<file path="src/rtl/bus_arbiter.sv">
// -----------------------------------------------------------------------------
// bus_arbiter
//
// Arbitrates a single downstream bus interface between two requesters:
// A (CPU) and B (debug/DMA). A three-state FSM (IDLE, OWN_A, OWN_B) owns the
// bus for one transaction at a time. The memory_* request outputs are
// registered, so requester inputs never reach them combinationally. The
// completion path (memory_done/memory_rdata -> x_done/x_rdata) is
// combinational so the requester sees its result in the same cycle.
//
// Configuration macro: BUS_ARBITER_ROUND_ROBIN_EN
//   defined   : 1-bit round-robin pointer favours the port not served last
//   undefined : fixed priority, A wins simultaneous requests
//
// Ports
//   clk, rst                         clock, asynchronous active-high reset
//   a_read/a_write/a_addr/a_wdata    requester A request (level, held to done)
//   a_rdata/a_done                   requester A read data / completion pulse
//   b_read/b_write/b_addr/b_wdata    requester B request (level, held to done)
//   b_rdata/b_done                   requester B read data / completion pulse
//   memory_read/write/addr/wdata     request to the bus interface
//   memory_rdata/memory_done         bus interface result / completion pulse
//   grant                            one-hot owner {B,A}, 2'b00 when idle
//   proto_err                        sticky: a requester drove read and write
// -----------------------------------------------------------------------------
module bus_arbiter (
  input  logic        clk,
  input  logic        rst,
  input  logic        a_read,
  input  logic        a_write,
  input  logic [15:0] a_addr,
  input  logic [7:0]  a_wdata,
  output logic [7:0]  a_rdata,
  output logic        a_done,
  input  logic        b_read,
  input  logic        b_write,
  input  logic [15:0] b_addr,
  input  logic [7:0]  b_wdata,
  output logic [7:0]  b_rdata,
  output logic        b_done,
  output logic        memory_read,
  output logic        memory_write,
  output logic [15:0] memory_addr,
  output logic [7:0]  memory_wdata,
  input  logic [7:0]  memory_rdata,
  input  logic        memory_done,
  output logic [1:0]  grant,
  output logic        proto_err
);

  typedef enum logic [1:0] {
    IDLE  = 2'd0,
    OWN_A = 2'd1,
    OWN_B = 2'd2
  } state_t;

  state_t      state_q, state_d;
  logic [1:0]  grant_q, grant_d;
  logic        mem_read_q, mem_read_d;
  logic        mem_write_q, mem_write_d;
  logic [15:0] mem_addr_q, mem_addr_d;
  logic [7:0]  mem_wdata_q, mem_wdata_d;
  logic [7:0]  a_rdata_q, a_rdata_d;
  logic [7:0]  b_rdata_q, b_rdata_d;
  logic        proto_err_q, proto_err_d;
  logic        a_req, b_req;
  logic        done_a, done_b;
`ifdef BUS_ARBITER_ROUND_ROBIN_EN
  logic        ptr_q, ptr_d;  // 0: A favoured, 1: B favoured
`endif

  always_comb begin
    // NOTE: every signal written here gets a default first so no path
    // through the case statements can leave it unassigned (no latches).
    state_d     = state_q;
    mem_read_d  = 1'b0;
    mem_write_d = 1'b0;
    mem_addr_d  = 16'h0000;
    mem_wdata_d = 8'h00;
    grant_d     = 2'b00;

    // Exactly one of read/write means a valid request; both is a protocol error.
    a_req = a_read ^ a_write;
    b_req = b_read ^ b_write;

    // Completion only counts for the current owner; done in IDLE is dropped.
    done_a = (state_q == OWN_A) && memory_done;
    done_b = (state_q == OWN_B) && memory_done;

    case (state_q)
      IDLE: begin
`ifdef BUS_ARBITER_ROUND_ROBIN_EN
        if (a_req && b_req) state_d = ptr_q ? OWN_B : OWN_A;
        else if (a_req)     state_d = OWN_A;
        else if (b_req)     state_d = OWN_B;
`else
        if (a_req)      state_d = OWN_A;
        else if (b_req) state_d = OWN_B;
`endif
      end
      // Ownership is released only by memory_done: the bus transaction is
      // already in flight even if the owner drops its request.
      OWN_A:   if (memory_done) state_d = IDLE;
      OWN_B:   if (memory_done) state_d = IDLE;
      default: state_d = IDLE;
    endcase

    // Request outputs are loaded from the next state so they line up with
    // grant. An owner driving read and write together forwards neither.
    case (state_d)
      OWN_A: begin
        grant_d     = 2'b01;
        mem_read_d  = a_read & ~a_write;
        mem_write_d = a_write & ~a_read;
        mem_addr_d  = a_addr;
        mem_wdata_d = a_wdata;
      end
      OWN_B: begin
        grant_d     = 2'b10;
        mem_read_d  = b_read & ~b_write;
        mem_write_d = b_write & ~b_read;
        mem_addr_d  = b_addr;
        mem_wdata_d = b_wdata;
      end
      default: ;
    endcase

    a_rdata_d   = done_a ? memory_rdata : a_rdata_q;
    b_rdata_d   = done_b ? memory_rdata : b_rdata_q;
    proto_err_d = proto_err_q | (a_read & a_write) | (b_read & b_write);

`ifdef BUS_ARBITER_ROUND_ROBIN_EN
    ptr_d = ptr_q;
    if (done_a) ptr_d = 1'b1;
    if (done_b) ptr_d = 1'b0;
`endif
  end

  always_ff @(posedge clk or posedge rst) begin
    if (rst) begin
      state_q     <= IDLE;
      grant_q     <= 2'b00;
      mem_read_q  <= 1'b0;
      mem_write_q <= 1'b0;
      mem_addr_q  <= 16'h0000;
      mem_wdata_q <= 8'h00;
      a_rdata_q   <= 8'h00;
      b_rdata_q   <= 8'h00;
      proto_err_q <= 1'b0;
`ifdef BUS_ARBITER_ROUND_ROBIN_EN
      ptr_q       <= 1'b0;
`endif
    end else begin
      // NOTE: non-blocking assignments so every flop samples the pre-edge
      // values computed above, independent of statement order.
      state_q     <= state_d;
      grant_q     <= grant_d;
      mem_read_q  <= mem_read_d;
      mem_write_q <= mem_write_d;
      mem_addr_q  <= mem_addr_d;
      mem_wdata_q <= mem_wdata_d;
      a_rdata_q   <= a_rdata_d;
      b_rdata_q   <= b_rdata_d;
      proto_err_q <= proto_err_d;
`ifdef BUS_ARBITER_ROUND_ROBIN_EN
      ptr_q       <= ptr_d;
`endif
    end
  end

  assign grant        = grant_q;
  assign memory_read  = mem_read_q;
  assign memory_write = mem_write_q;
  assign memory_addr  = mem_addr_q;
  assign memory_wdata = mem_wdata_q;
  assign a_done       = done_a;
  assign b_done       = done_b;
  // Read data is visible in the done cycle and held afterwards.
  assign a_rdata      = a_rdata_d;
  assign b_rdata      = b_rdata_d;
  assign proto_err    = proto_err_q;

endmodule
</file>
<file path="config.mk">
export PLATFORM = sky130hd
export DESIGN_NAME = bus_arbiter
export DESIGN_NICKNAME = d
export VERILOG_FILES = /design/src/rtl/bus_arbiter.sv
export SDC_FILE = /design/constraint.sdc
export NUM_CORES = 1
export LEC_CHECK = 0
export ABC_AREA = 1
export CORE_MARGIN = 3
export CORE_UTILIZATION = 39
export CTS_CLUSTER_SIZE = 14
export DETAILED_ROUTE_END_ITERATION = 12
export PLACE_DENSITY = 0.78
export RECOVER_POWER = 50
export SLEW_MARGIN = 30
export SYNTH_ARGS = -nofsm -noshare
export SYNTH_HDL_FRONTEND = slang
export SYNTH_SLANG_ARGS = --single-unit
</file>
<file path="constraint.sdc">
create_clock -name clk -period 2.1 [get_ports clk]
set_input_delay 0.42 -clock clk [delete_from_list [all_inputs] [get_ports clk]]
set_output_delay 0.42 -clock clk [all_outputs]
set_load 0.02 [all_outputs]
</file>
* After elaboration in Yosys (flattened, before gate mapping)
Cells that the tools add are included.
** Word-level totals
- Bits in registers :: 47
- Bits in latches :: 0
- Memory bits (writable) :: 0
- ROM bits :: 0
- Input bits :: 63
- Output and inout port bits :: 47
- Memories :: 0
** Operators by class
- Add/subtract/negate cells :: 0
- $mul :: 0
- Divide/modulo/power cells :: 0
- $lt $le $gt $ge :: 0
- Equal/unequal tests :: 4
- Shift operators :: 0
- Muxes and demuxes :: 11
- Bitwise logic cells :: 14
- Reductions and logical operators :: 4
** Operators by type and width (number)
- one-hot mux 16 bit (2 select lines) :: 1
- two-way mux 8 bit :: 2
- one-hot mux 8 bit (2 select lines) :: 1
- one-hot mux 2 bit (2 select lines) :: 2
- AND 1 bit :: 6
- two-way mux 2 bit :: 3
- equality test 2 x 1 -> 1 bit (second input constant) :: 2
- equality test 2 bit (second input constant) :: 2
- NOT 1 bit :: 4
- one-hot mux 1 bit (2 select lines) :: 2
- logical AND 1 bit :: 2
- zero test 2 bit :: 1
- OR 1 bit :: 2
- OR reduction 2 bit :: 1
- XOR 1 bit :: 2

* Depth between registers and ports, before layout
- Depth after elaboration :: 6
- Mapped depth :: 12
- Gate-level depth less buffers :: 10

* Worst setup path before layout
OpenSTA, ideal clock, no wires.
- Path type :: input to register
- Start :: input port b_read
- End :: register mem_write_q (netlist: memory_write)
- Setup time :: 0.123 ns
- Arrival :: 1.689 ns
- Data required time :: 1.977 ns
- Slack :: 0.287 ns
- Cell stages on the path :: 11
- Buffers on the path :: 2
- Cells stage by stage :: inv_1 -> ha_1 -> nand2_1 -> nand2_1 -> a21oi_1 -> inv_1 -> ha_1 -> buf_4 -> buf_6 -> nand2_1 -> a21oi_1
** On the way
- Cells in the longest elaborated chain, start to end :: 6
** RTL lines
- from (decl) :: line 35 : input logic b_read,
- XOR 1 bit * :: line 84 : b_req = b_read ^ b_write;
- two-way mux 2 bit * :: line 98 : else if (b_req) state_d = OWN_B;
- two-way mux 2 bit * :: line 97 : if (a_req) state_d = OWN_A;
- one-hot mux 2 bit (2 select lines) * :: line 90 : case (state_q)
- via state_d[1] :: line 57 : state_t state_q, state_d;
- equality test 2 bit / equality test 2 x 1 -> 1 bit (equally long branches) :: line 110 : case (state_d)
- one-hot mux 1 bit (2 select lines) * :: line 110
- via mem_write_d :: line 60 : logic mem_write_q, mem_write_d;
- to (signal assigned) :: line 159 : mem_write_q <= mem_write_d;
- to (decl) :: line 60
Mark *: on every way through the listed nets, which the timed path passes. The rest lies on a longest branch.

* Final worst setup path
- Start :: input port memory_done
- End :: output port b_done
** On the way
- Cells in the longest elaborated chain, start to end :: 1
** RTL lines
- from (decl) :: line 46 : input logic memory_done,
- logical AND 1 bit :: line 88 : done_b = (state_q == OWN_B) && memory_done;
- to (decl) :: line 40 : output logic b_done,
No other way between the ends.

==> metrics.cfg <==
[sta]
clock.fmax_ghz = 0.497
fin_tns_setup_ns = 0
worst_slew_pin_slew_ns = 0.873
min_period_ns = 2.01
fin_ws_ns = 0.0873
final_max_slew_viol_count = 0
period_share_pct = 95.8
slew_headroom_pct = 41.7
clock_skew_ns = 0.00639
finalHoldViolCount = 0
setup_violations = 0

[synthesis]
syn_area_um2 = 2120
synth_fa_ha_area_share_pct = 8.27
synthArstFlopShare_pct = 100
synth-xor-area-share_pct = 0
ys_ff_latch = 47
avgSynthCellArea_um2 = 9.76
synth.distinct_cells = 12
synth_common_cells = 76 x nand2_1, 47 x dfrtp_1, 28 x a21oi_1, 20 x inv_1, 16 x o21ai_2
synth_edf_count = 0
post-synth-top-count-cell = nand2_1
yosys.area.top_type = dfrtp_1
synth_top_family_by_area = simple AND/OR/NAND/NOR gates
yosys-top-cells-area = dfrtp_1 56%, nand2_1 13%, ha_1 8.3%
syn_inst = 217
yosys.area_share.simple_pct = 14.8
yosysWarnings = 0
ys.flop_type = dfrtp_1
syn_nets = 294
synth-compound-area-share_pct = 13.2
synth.area.mux_share_pct = 0
seq_area_frac_synth_pct = 55.5
yosys.area.top_type_share_pct = 55.5

[final_layout]
synthToLayoutAreaGrowth_pct = 66.6
seqCellArea_um2 = 1180
n_fill_cell = 397
layout-drive-gt1-share_pct = 19.4
fin_util_pct = 68.2
final_nets = 422
multi_input_area_um2 = 810
postLayoutCellArea_um2 = 3530
antenna_cells = 0

[power_and_ir_drop]
seqPwrFrac_pct = 28.0
power_uw = 4810
p_sw_uw = 1900
p_leak_uw = 0.00166
p_per_area_nw_per_um2 = 1360
intPower_uw = 2910
switching_share_pct = 39.5
vdd_ir_drop_max_uv = 746
power_frac_clock_pct = 16.2
p_comb_share_pct = 55.8

[die]
io_pins = 110
die_h_um = 79.7
start_util_pct = 41.0
core-area_um2 = 5170
die_w_um = 79.7
rows = 26
dieArea_um2 = 6350

[min_path]
worstHoldPathCells = 2
hold_start = a_rdata_q[4]$_DFF_PP0_
hold_class = reg2reg

[place]
place.gp.congestion = 0.788
place_ws_ns = -0.359
port_buffers = 109
placed_cell_area_um2 = 3410
hpwl_um = 4310

[route]
avgViaCountPerCell = 4.61
antenna_left = 0
drt_iter0_drc = 149
wire_per_inst_um = 14.2
via_count = 1919
dr.pass1.iters = 4
wirelength_um = 5920
drc = 0

[grt]
groute.usage.overall_pct = 18.4
grt_max_degree = 21
antenna_found_initial = 0
overflow = 0
grt_pass1_wl_um = 9000
grt_pass1_vias = 1926

[worst_setup_path]
crit_required_ns = 1.68
r2r-start = state_q[0]$_DFF_PP0_
arrival_ns = 1.59
critPathMaxFanout = 17
end_kind = output pin
rr_worst_depth = 10
worstSetupStartpoint = memory_done
worst-setup-path-type = in2out
critPathLaunchType = input port

[clocking]
clk_latency_ns = 0.30
root_buffer = clkbuf_8
cts.sinks = 47
cts_tree = done
cts_buffers = 5
htree_levels = 2
clk_path_buf_depth = 2
clk_pin_slew_ns = 0.08
holdBufCountCts = 0

[run_status]
status = complete, no violations

[run]
drv_cap = 0

cell families (layout without fill, tap and decap cells):
group | Yosys count | count (layout)
AOI/OAI and AO/OA | 44 | 44
DFF | 47 | 47
buffers and inverters | 31 | 160
adders and majority gates | 14 | 14
and+or+nand+nor | 81 | 81
worst paths after layout:
check                      slack [ns]                        end
setup / recovery                 0.09                     b_done
hold / removal                   0.47     a_rdata_q[4]$_DFF_PP0_
setup reg to reg                 0.22  memory_wdata[7]$_DFF_PP0_
hold reg to reg                  0.47     a_rdata_q[4]$_DFF_PP0_
max in group asynchronous        0.32     b_rdata_q[1]$_DFF_PP0_
min in group asynchronous        0.57  memory_wdata[4]$_DFF_PP0_
registers in the layout (all words and copies together), names as in the netlist:
signal        flops
memory_read       1
memory_wdata      8
memory_write      1
state_q           2
b_rdata_q         8
a_rdata_q         8
grant             2
proto_err         1
memory_addr      16
critical path, cell delays in order:
cell	delay [ns]
clkdlybuf4s50_1	0.53
nand2_1	0.11
buf_12	0.16
inv_1	0.05
dlygate4sd2_1	0.32
power by group through the flow:
stage	clock network (uW)	logic, uW	registers (uW)
2_1_floorplan	0	1180	1620
3_5_place_dp	0	2690	1370
5_1_grt	842	2910	1380
4_1_cts	802	2630	1350
6_report	781	2680	1350
3_3_place_gp	0	2650	1350
through the flow:
step | hold WS, ns | instances
floorplan | 0.530 | 217
global placement | 0.453 | 405
detailed placement | 0.459 | 405
CTS | 0.381 | 413
global route | 0.484 | 416
finish | 0.473 | 416
cell usage in the layout, fill, tap and decap left out, types with 7 or more instances in the layout:
| master | netlist | layout |
|---|---|---|
| a21oi_1 | 28 | 26 |
| buf_2 | 3 | 7 |
| buf_4 | 2 | 16 |
| clkbuf_2 | 0 | 8 |
| clkdlybuf4s50_1 | 0 | 90 |
| dfrtp_1 | 47 | 47 |
| ha_1 | 14 | 12 |
| inv_1 | 20 | 20 |
| nand2_1 | 76 | 76 |
| o21ai_2 | 16 | 16 |
routing by layer:
metal | global-route usage, % | wire (um) | vias up
li1 | - | - | 935
met1 | 22.2 | 2330 | 910
met2 | 31.1 | 3060 | 60
met3 | 5.19 | 364 | 14
met4 | 7.04 | 163 | 0
met5 | 0 | 0 | -
area by class of cell:
cell class | instances | share of cell area, %
Timing Repair Buffer | 132 | 35.2
Sequential cell | 47 | 33.3
Multi-Input combinational cell | 139 | 22.9
Tap cell | 70 | 2.48
Inverter | 20 | 2.13
Clock buffer | 5 | 1.95
Clock inverter | 3 | 1.91
what timing repair did:
| action | CTS | global route |
|---|---|---|
| setup buffers | 0 | 2 |
| endpoints found under the setup margin | 44 | 43 |
| cloned | 0 | 1 |
| resized for setup | 43 | 28 |
| endpoints found under the hold margin | 0 | 0 |
| pin swaps | 0 | 1 |
No activity file was read; power rests on OpenSTA's default activity.
